===== config.mk =====
export PLATFORM = sky130hd
export DESIGN_NAME = mem_responder_flat
export DESIGN_NICKNAME = d
export VERILOG_FILES = /design/src/rtl/mem_responder_pkg.sv /design/src/rtl/mem_responder_if.sv /design/src/rtl/mem_responder_array.sv /design/src/rtl/mem_responder.sv /design/src/flat_wrapper.sv
export SDC_FILE = /design/constraint.sdc
export NUM_CORES = 2
export LEC_CHECK = 0
export CORE_ASPECT_RATIO = 1.75
export CORE_MARGIN = 2
export CORE_UTILIZATION = 40
export DETAILED_ROUTE_END_ITERATION = 6
export DONT_BUFFER_PORTS = 1
export GPL_ROUTABILITY_DRIVEN = 0
export PLACE_DENSITY_LB_ADDON = 0.05
export SYNTH_ARGS = -nofsm -noshare
export SYNTH_HDL_FRONTEND = slang
export SYNTH_SLANG_ARGS = --single-unit
export TNS_END_PERCENT = 10

===== constraint.sdc =====
create_clock -name i_clk -period 4.35 [get_ports i_clk]
set_clock_uncertainty 0.05 [all_clocks]
set_input_delay 0.435 -clock i_clk [delete_from_list [all_inputs] [get_ports i_clk]]
set_output_delay 0.435 -clock i_clk [all_outputs]
set_load 0.03 [all_outputs]

===== src/rtl/mem_responder_pkg.sv =====
// mem_pkg: shared types for the memory responder and the control block.
// Holds FSM states, op encodings, default widths and an address-width helper.
package mem_pkg;

  localparam int BITS_DEF  = 8;
  localparam int DEPTH_DEF = 256;
  localparam int WAIT_DEF  = 2;

  localparam logic OP_READ  = 1'b0;
  localparam logic OP_WRITE = 1'b1;

  typedef enum logic [2:0] {
    IDLE  = 3'd0,
    WRITE = 3'd1,
    READ  = 3'd2,
    WAIT  = 3'd3,
    RESP  = 3'd4
  } state_t;

  function automatic int addr_w(int depth);
    return (depth > 1) ? $clog2(depth) : 1;
  endfunction

endpackage


===== src/rtl/mem_responder_if.sv =====
// mem_responder_if: request/ack bus between the CPU core and the responder.
// master drives req/we/addr/wdata; slave drives ready/ack/rdata/err.
interface mem_responder_if
  import mem_pkg::*;
#(
  parameter int BITS = BITS_DEF
) ();

  logic            req;
  logic            we;
  logic [BITS-1:0] addr;
  logic [BITS-1:0] wdata;
  logic            ready;
  logic            ack;
  logic [BITS-1:0] rdata;
  logic            err;

  modport master (
    output req, we, addr, wdata,
    input  ready, ack, rdata, err
  );

  modport slave (
    input  req, we, addr, wdata,
    output ready, ack, rdata, err
  );

endinterface


===== src/rtl/mem_responder_array.sv =====
// mem_array: single-port synchronous RAM, DEPTH x BITS, registered read.
// Ports: clk, we, addr, wdata, rdata. No reset; contents survive reset.
module mem_array
  import mem_pkg::*;
#(
  parameter int BITS  = BITS_DEF,
  parameter int DEPTH = DEPTH_DEF,
  localparam int AW   = addr_w(DEPTH)
) (
  input  logic            clk,
  input  logic            we,
  input  logic [AW-1:0]   addr,
  input  logic [BITS-1:0] wdata,
  output logic [BITS-1:0] rdata
);

  logic [BITS-1:0] mem [DEPTH];

  always_ff @(posedge clk) begin
    if (we) mem[addr] <= wdata;
    rdata <= mem[addr];
  end

endmodule


===== src/rtl/mem_responder.sv =====
// mem_responder: one-at-a-time read/write responder with single-cycle ack.
// Ports: i_clk, i_rst_n, bus (slave). Read wait states: MEM_WAIT_STATES_EN.
module mem_responder
  import mem_pkg::*;
#(
  parameter int BITS        = BITS_DEF,
  parameter int DEPTH       = DEPTH_DEF,
  parameter int WAIT_CYCLES = WAIT_DEF
) (
  input  logic           i_clk,
  input  logic           i_rst_n,
  mem_responder_if.slave bus
);

  localparam int AW = addr_w(DEPTH);
  localparam logic [BITS:0] LIMIT = (BITS+1)'(DEPTH);

  state_t          state;
  logic [BITS-1:0] addr_q;
  logic [BITS-1:0] wdata_q;
  logic            oor_q;
  logic            oor_in;
  logic [BITS-1:0] arr_addr;
  logic [BITS-1:0] arr_rdata;
  logic            arr_we;
  logic            accept;

  assign accept = bus.req && bus.ready;
  // Unsigned compare with one spare bit, so DEPTH == 2**BITS never errs.
  assign oor_in = {1'b0, bus.addr} >= LIMIT;

  // The array sees the live address while idle, so the accept edge
  // already launches the read and its data is ready during READ.
  assign arr_addr = (state == IDLE) ? bus.addr : addr_q;
  assign arr_we   = (state == WRITE) && !oor_q;

  logic unused_addr;
  assign unused_addr = ^arr_addr;

  mem_array #(
    .BITS  (BITS),
    .DEPTH (DEPTH)
  ) u_array (
    .clk   (i_clk),
    .we    (arr_we),
    .addr  (arr_addr[AW-1:0]),
    .wdata (wdata_q),
    .rdata (arr_rdata)
  );

`ifdef MEM_WAIT_STATES_EN
  logic [3:0] cnt_q;
`else
  logic [3:0] unused_wait;
  assign unused_wait = 4'(WAIT_CYCLES);
`endif

  always_ff @(posedge i_clk or negedge i_rst_n) begin
    if (!i_rst_n) begin
      state     <= IDLE;
      bus.ready <= 1'b1;
      bus.ack   <= 1'b0;
      bus.rdata <= '0;
      bus.err   <= 1'b0;
      addr_q    <= '0;
      wdata_q   <= '0;
      oor_q     <= 1'b0;
`ifdef MEM_WAIT_STATES_EN
      cnt_q     <= '0;
`endif
    end else begin
      bus.ack <= 1'b0;
      unique case (state)
        IDLE: begin
          if (accept) begin
            addr_q    <= bus.addr;
            wdata_q   <= bus.wdata;
            oor_q     <= oor_in;
            bus.ready <= 1'b0;
            bus.err   <= 1'b0;
            state     <= (bus.we == OP_WRITE)
                         ? WRITE : READ;
`ifdef MEM_WAIT_STATES_EN
            cnt_q     <= 4'(WAIT_CYCLES);
`endif
          end
        end
        WRITE: begin
          state     <= RESP;
          bus.ack   <= 1'b1;
          bus.err   <= oor_q;
          bus.rdata <= '0;
        end
        READ: begin
          bus.rdata <= oor_q ? '0 : arr_rdata;
`ifdef MEM_WAIT_STATES_EN
          if (cnt_q != '0) begin
            state <= WAIT;
          end else begin
            state   <= RESP;
            bus.ack <= 1'b1;
            bus.err <= oor_q;
          end
`else
          state   <= RESP;
          bus.ack <= 1'b1;
          bus.err <= oor_q;
`endif
        end
`ifdef MEM_WAIT_STATES_EN
        WAIT: begin
          if (cnt_q <= 4'd1) begin
            cnt_q   <= '0;
            state   <= RESP;
            bus.ack <= 1'b1;
            bus.err <= oor_q;
          end else begin
            cnt_q <= cnt_q - 4'd1;
          end
        end
`endif
        RESP: begin
          state     <= IDLE;
          bus.ready <= 1'b1;
          bus.err   <= 1'b0;
        end
        default: begin
          state     <= IDLE;
          bus.ready <= 1'b1;
          bus.ack   <= 1'b0;
          bus.rdata <= '0;
          bus.err   <= 1'b0;
`ifdef MEM_WAIT_STATES_EN
          cnt_q     <= '0;
`endif
        end
      endcase
    end
  end

endmodule


===== src/flat_wrapper.sv =====
// flat-port wrapper written by rule: the top's interface ports become plain ports
module mem_responder_flat import mem_pkg::*;
#(
  parameter int BITS        = BITS_DEF,
  parameter int DEPTH       = DEPTH_DEF,
  parameter int WAIT_CYCLES = WAIT_DEF
)
  (i_clk, i_rst_n, bus_req, bus_we, bus_addr, bus_wdata, bus_ready, bus_ack, bus_rdata, bus_err);
  mem_responder_if #(.BITS(BITS)) bus_i ();
  input  logic i_clk;
  input  logic i_rst_n;
  input wire logic [$bits(bus_i.req)-1:0] bus_req;
  input wire logic [$bits(bus_i.we)-1:0] bus_we;
  input wire logic [$bits(bus_i.addr)-1:0] bus_addr;
  input wire logic [$bits(bus_i.wdata)-1:0] bus_wdata;
  output wire logic [$bits(bus_i.ready)-1:0] bus_ready;
  output wire logic [$bits(bus_i.ack)-1:0] bus_ack;
  output wire logic [$bits(bus_i.rdata)-1:0] bus_rdata;
  output wire logic [$bits(bus_i.err)-1:0] bus_err;
  assign bus_i.req = bus_req;
  assign bus_i.we = bus_we;
  assign bus_i.addr = bus_addr;
  assign bus_i.wdata = bus_wdata;
  assign bus_ready = bus_i.ready;
  assign bus_ack = bus_i.ack;
  assign bus_rdata = bus_i.rdata;
  assign bus_err = bus_i.err;
  mem_responder #(.BITS(BITS), .DEPTH(DEPTH), .WAIT_CYCLES(WAIT_CYCLES)) u_core (.i_clk(i_clk), .i_rst_n(i_rst_n), .bus(bus_i));
endmodule

==> impl_metrics.ini <==
[synthesis]
synth_commonest_cells = edfxtp_1, nand2_1, a21oi_1
avgSynthCellArea_um2 = 13.85
synth_area_um2 = 82100
netlist_top_cells_area = edfxtp_1, nand2_1, a21oi_1
synth_edf_count = 2048
ys_warn_count = 0
netlist_instances = 5926
synth-async-reset-ratio = 0.01391
syn_nets = 5946
ys_seq_area_frac = 0.7599
synth_seq_cells = 2085
ys.flop_type = edfxtp_1
post-synth-top-count-cell = edfxtp_1
synth_cell_types = 71
yosysTopAreaCell = edfxtp_1
yosysTopAreaCellShare = 0.7491

[pwr]
p_int_mw = 31.98
p_comb_frac = 0.038
power_frac_clock = 0.428
netSwitchingFraction = 0.2138
p_switching_mw = 8.699
p_leak_nw = 34.62
vdd_drop_max_v = 0.0003194
pwr-share-seq = 0.535
power_density_nw_per_um2 = 429.9

[sta]
final_hold_viol_count = 0
maxSlewViolCount = 0
fmax_mhz = 238.2
max-slew-margin-rel = 0.2747
fin_crit_ns = 4.199
tightestPinTransition_ns = 1.084
finalCritPeriodShare = 0.9653
setup_viol = 0
rsz0062_at_grt = no
whs_ns = 0.04699

[place]
port_buffers = 0
hpwlAfterDp_um = 176000
dp_cells = 8641

[detailed_routing]
wl_per_cell_um = 29.76
drt_iter0_drc = 4004
drc = 0
detail-route-antenna-nets = 0
via_per_inst = 5.661
drt_wl_total_um = 268400
firstDrtPassIters = 5
num_vias = 51049

[setup_path]
critPathRequiredTime_ns = 5.05
crit_arrival_ns = 4.90
r2r_cells = 12
start_kind = register
critical_path_class = reg -> reg
regToRegSetupSlack_ns = 0.15
r2r-start = u_core.state[1]$_DFFE_PN0P_
reg2reg_to = u_core.u_array.rdata[6]$_DFF_P_
crit_fanout = 42
worst_setup_path_end_kind = register

[final_layout]
seq_area_um2 = 62420
area_delta_synth_final_pct = 15.25
num-nets-final = 6219
fin_util = 0.4626
drive_gt1_frac = 0.1285
layout.cells.non_filler = 9018
multi_input_area_um2 = 18090
fillers = 18123

[global_route]
grt_pass1_vias = 51355
grt_max_degree = 117
grt_pass1_wl_um = 381000
grt_overflow = 0
track_usage = 0.2536
antenna_found_initial = 8

[floorplanning]
fp.dieH_um = 603.3
coreArea_um2 = 204500
die_area_um2 = 209000
ios = 31
rows = 220
initial_core_util = 0.4014
die_x_um = 346.5

[clock_tree]
root_buffer = clkbuf_16
clock_latency_ns = 0.87
clkTransAtPathRegs_ns = 0.07
clockBufferDepth = 4
clkSinkCount = 2085
htreeDepth = 4
post_cts_buffers = 0
cts_tree = yes
cts_inserted_buffers = 200

[outcome]
status = finished, final reports clean

[job]
maxCapViolCount = 0

[min_path]
hp-class = in -> async
[sequential cells by signal, indices dropped and copies added, names as in the netlist]
signal and flops:
u_core.bus.rdata 8, u_core.bus.ack 1, u_core.state 3, u_core.addr_q 8
u_core.bus.ready 1, u_core.u_array.rdata 8, u_core.u_array.mem 2048, u_core.wdata_q 8
[stage by stage]
stage	worst slack (ns)	power, mW	area [um2]	setup TNS [ns]
floorplan	0.3164	22.97	82100	0
detailed placement	-0.2412	23.71	88050	-0.2412
global placement	-0.1466	23.71	88050	-0.1466
finish	0.1510	40.68	94620	0
global route	0.08766	41.80	94620	0
CTS	0.1153	41.05	94610	0
[worst max-delay path: stages (launching register included)]
cell and delay (ns):
dfrtp_1 0.53, nor3_2 0.33, buf_12 0.22, mux2_8 0.52, buf_12 0.24, buf_4 0.19, a21oi_1 0.12, a22oi_1 0.13
buf_4 0.16, a22o_1 0.23, o41ai_2 0.79, nand4_1 0.25, nand4bb_1 0.25
[power groups by stage]
| stage | clock network [mW] | registers [mW] | logic [mW] |
|---|---|---|---|
| after floorplan | 0 | 22.2 | 0.814 |
| after global placement | 0 | 22.2 | 1.52 |
| after detailed placement | 0 | 22.2 | 1.52 |
| after CTS | 17.7 | 21.8 | 1.55 |
| after global routing | 18.4 | 21.7 | 1.62 |
| final | 17.4 | 21.8 | 1.53 |
[how the worst max path moves through the flow]
stage,start,end,slack [ns]
2_1_floorplan,u_core.wdata_q[0]$_DFFE_PN0P_,u_core.u_array.mem[0][0]$_DFFE_PP_,0.32
3_3_place_gp,u_core.state[1]$_DFFE_PN0P_,u_core.u_array.rdata[6]$_DFF_P_,-0.15
3_5_place_dp,u_core.state[1]$_DFFE_PN0P_,u_core.u_array.rdata[6]$_DFF_P_,-0.24
4_1_cts,u_core.state[1]$_DFFE_PN0P_,u_core.u_array.rdata[4]$_DFF_P_,0.12
5_1_grt,u_core.state[1]$_DFFE_PN0P_,u_core.u_array.rdata[6]$_DFF_P_,0.09
6_report,u_core.state[1]$_DFFE_PN0P_,u_core.u_array.rdata[6]$_DFF_P_,0.15
[routing by layer]
metal	routed length, um	vias to the layer above	global-route usage
met5	13	-	0
met4	10970	2	0.09602
met3	9829	415	0.02620
met2	148800	1282	0.4886
met1	98760	26439	0.2846
li1	-	22911	-
[what timing repair did]
item	CTS	global route
endpoints found under the hold margin	48	0
hold buffers	20	0
gates resized for setup	2	0
setup endpoints to repair	2	0
[cells in the final DEF, fill, tap and decap left out, drive strengths merged, types with 3 or more instances in the layout]
cell / count
and2: 3
and3: 64
mux2i: 124
a211oi: 69
a21o: 10
a21oi: 569
mux2: 24
a221oi: 78
nand4: 57
a31oi: 94
nand2: 1395
a32oi: 105
o41ai: 25
buf: 459
clkinvlp: 6
nand3b: 4
nand3: 280
bufinv: 22
clkbuf: 238
a22oi: 110
o2111ai: 38
dfxtp: 8
dfrtp: 28
o21ai: 7
a41oi: 20
edfxtp: 2048
a31o: 5
nor2: 291
nand2b: 6
a22o: 3
diode: 3
clkinv: 88
dlygate4sd3: 19
nor3: 7
nor2b: 12
[kinds of logic (layout without fill, tap and decap cells)]
logic type	Yosys count	in the layout	share of synthesized area
and+or+nand+nor	2131	2131	0.1075
AOI/OAI and AO/OA	1153	1153	0.09147
other	1	4	0.00004568
muxes	148	148	0.01850
DFF	2085	2085	0.7599
buffers and inverters	407	832	0.02248
xor gates and xnor gates	1	1	0.0001067
[final cells by class]
class                   instances  share of cell area
diodes                          3          0.00007934
clock buffers                 238             0.05530
clock inverters               116             0.01166
multi-input cells            3434              0.1912
flip-flops and latches       2085              0.6596
well taps                    2664             0.03523
repair buffers                478             0.04689
Power figures use the tool's default switching activity.
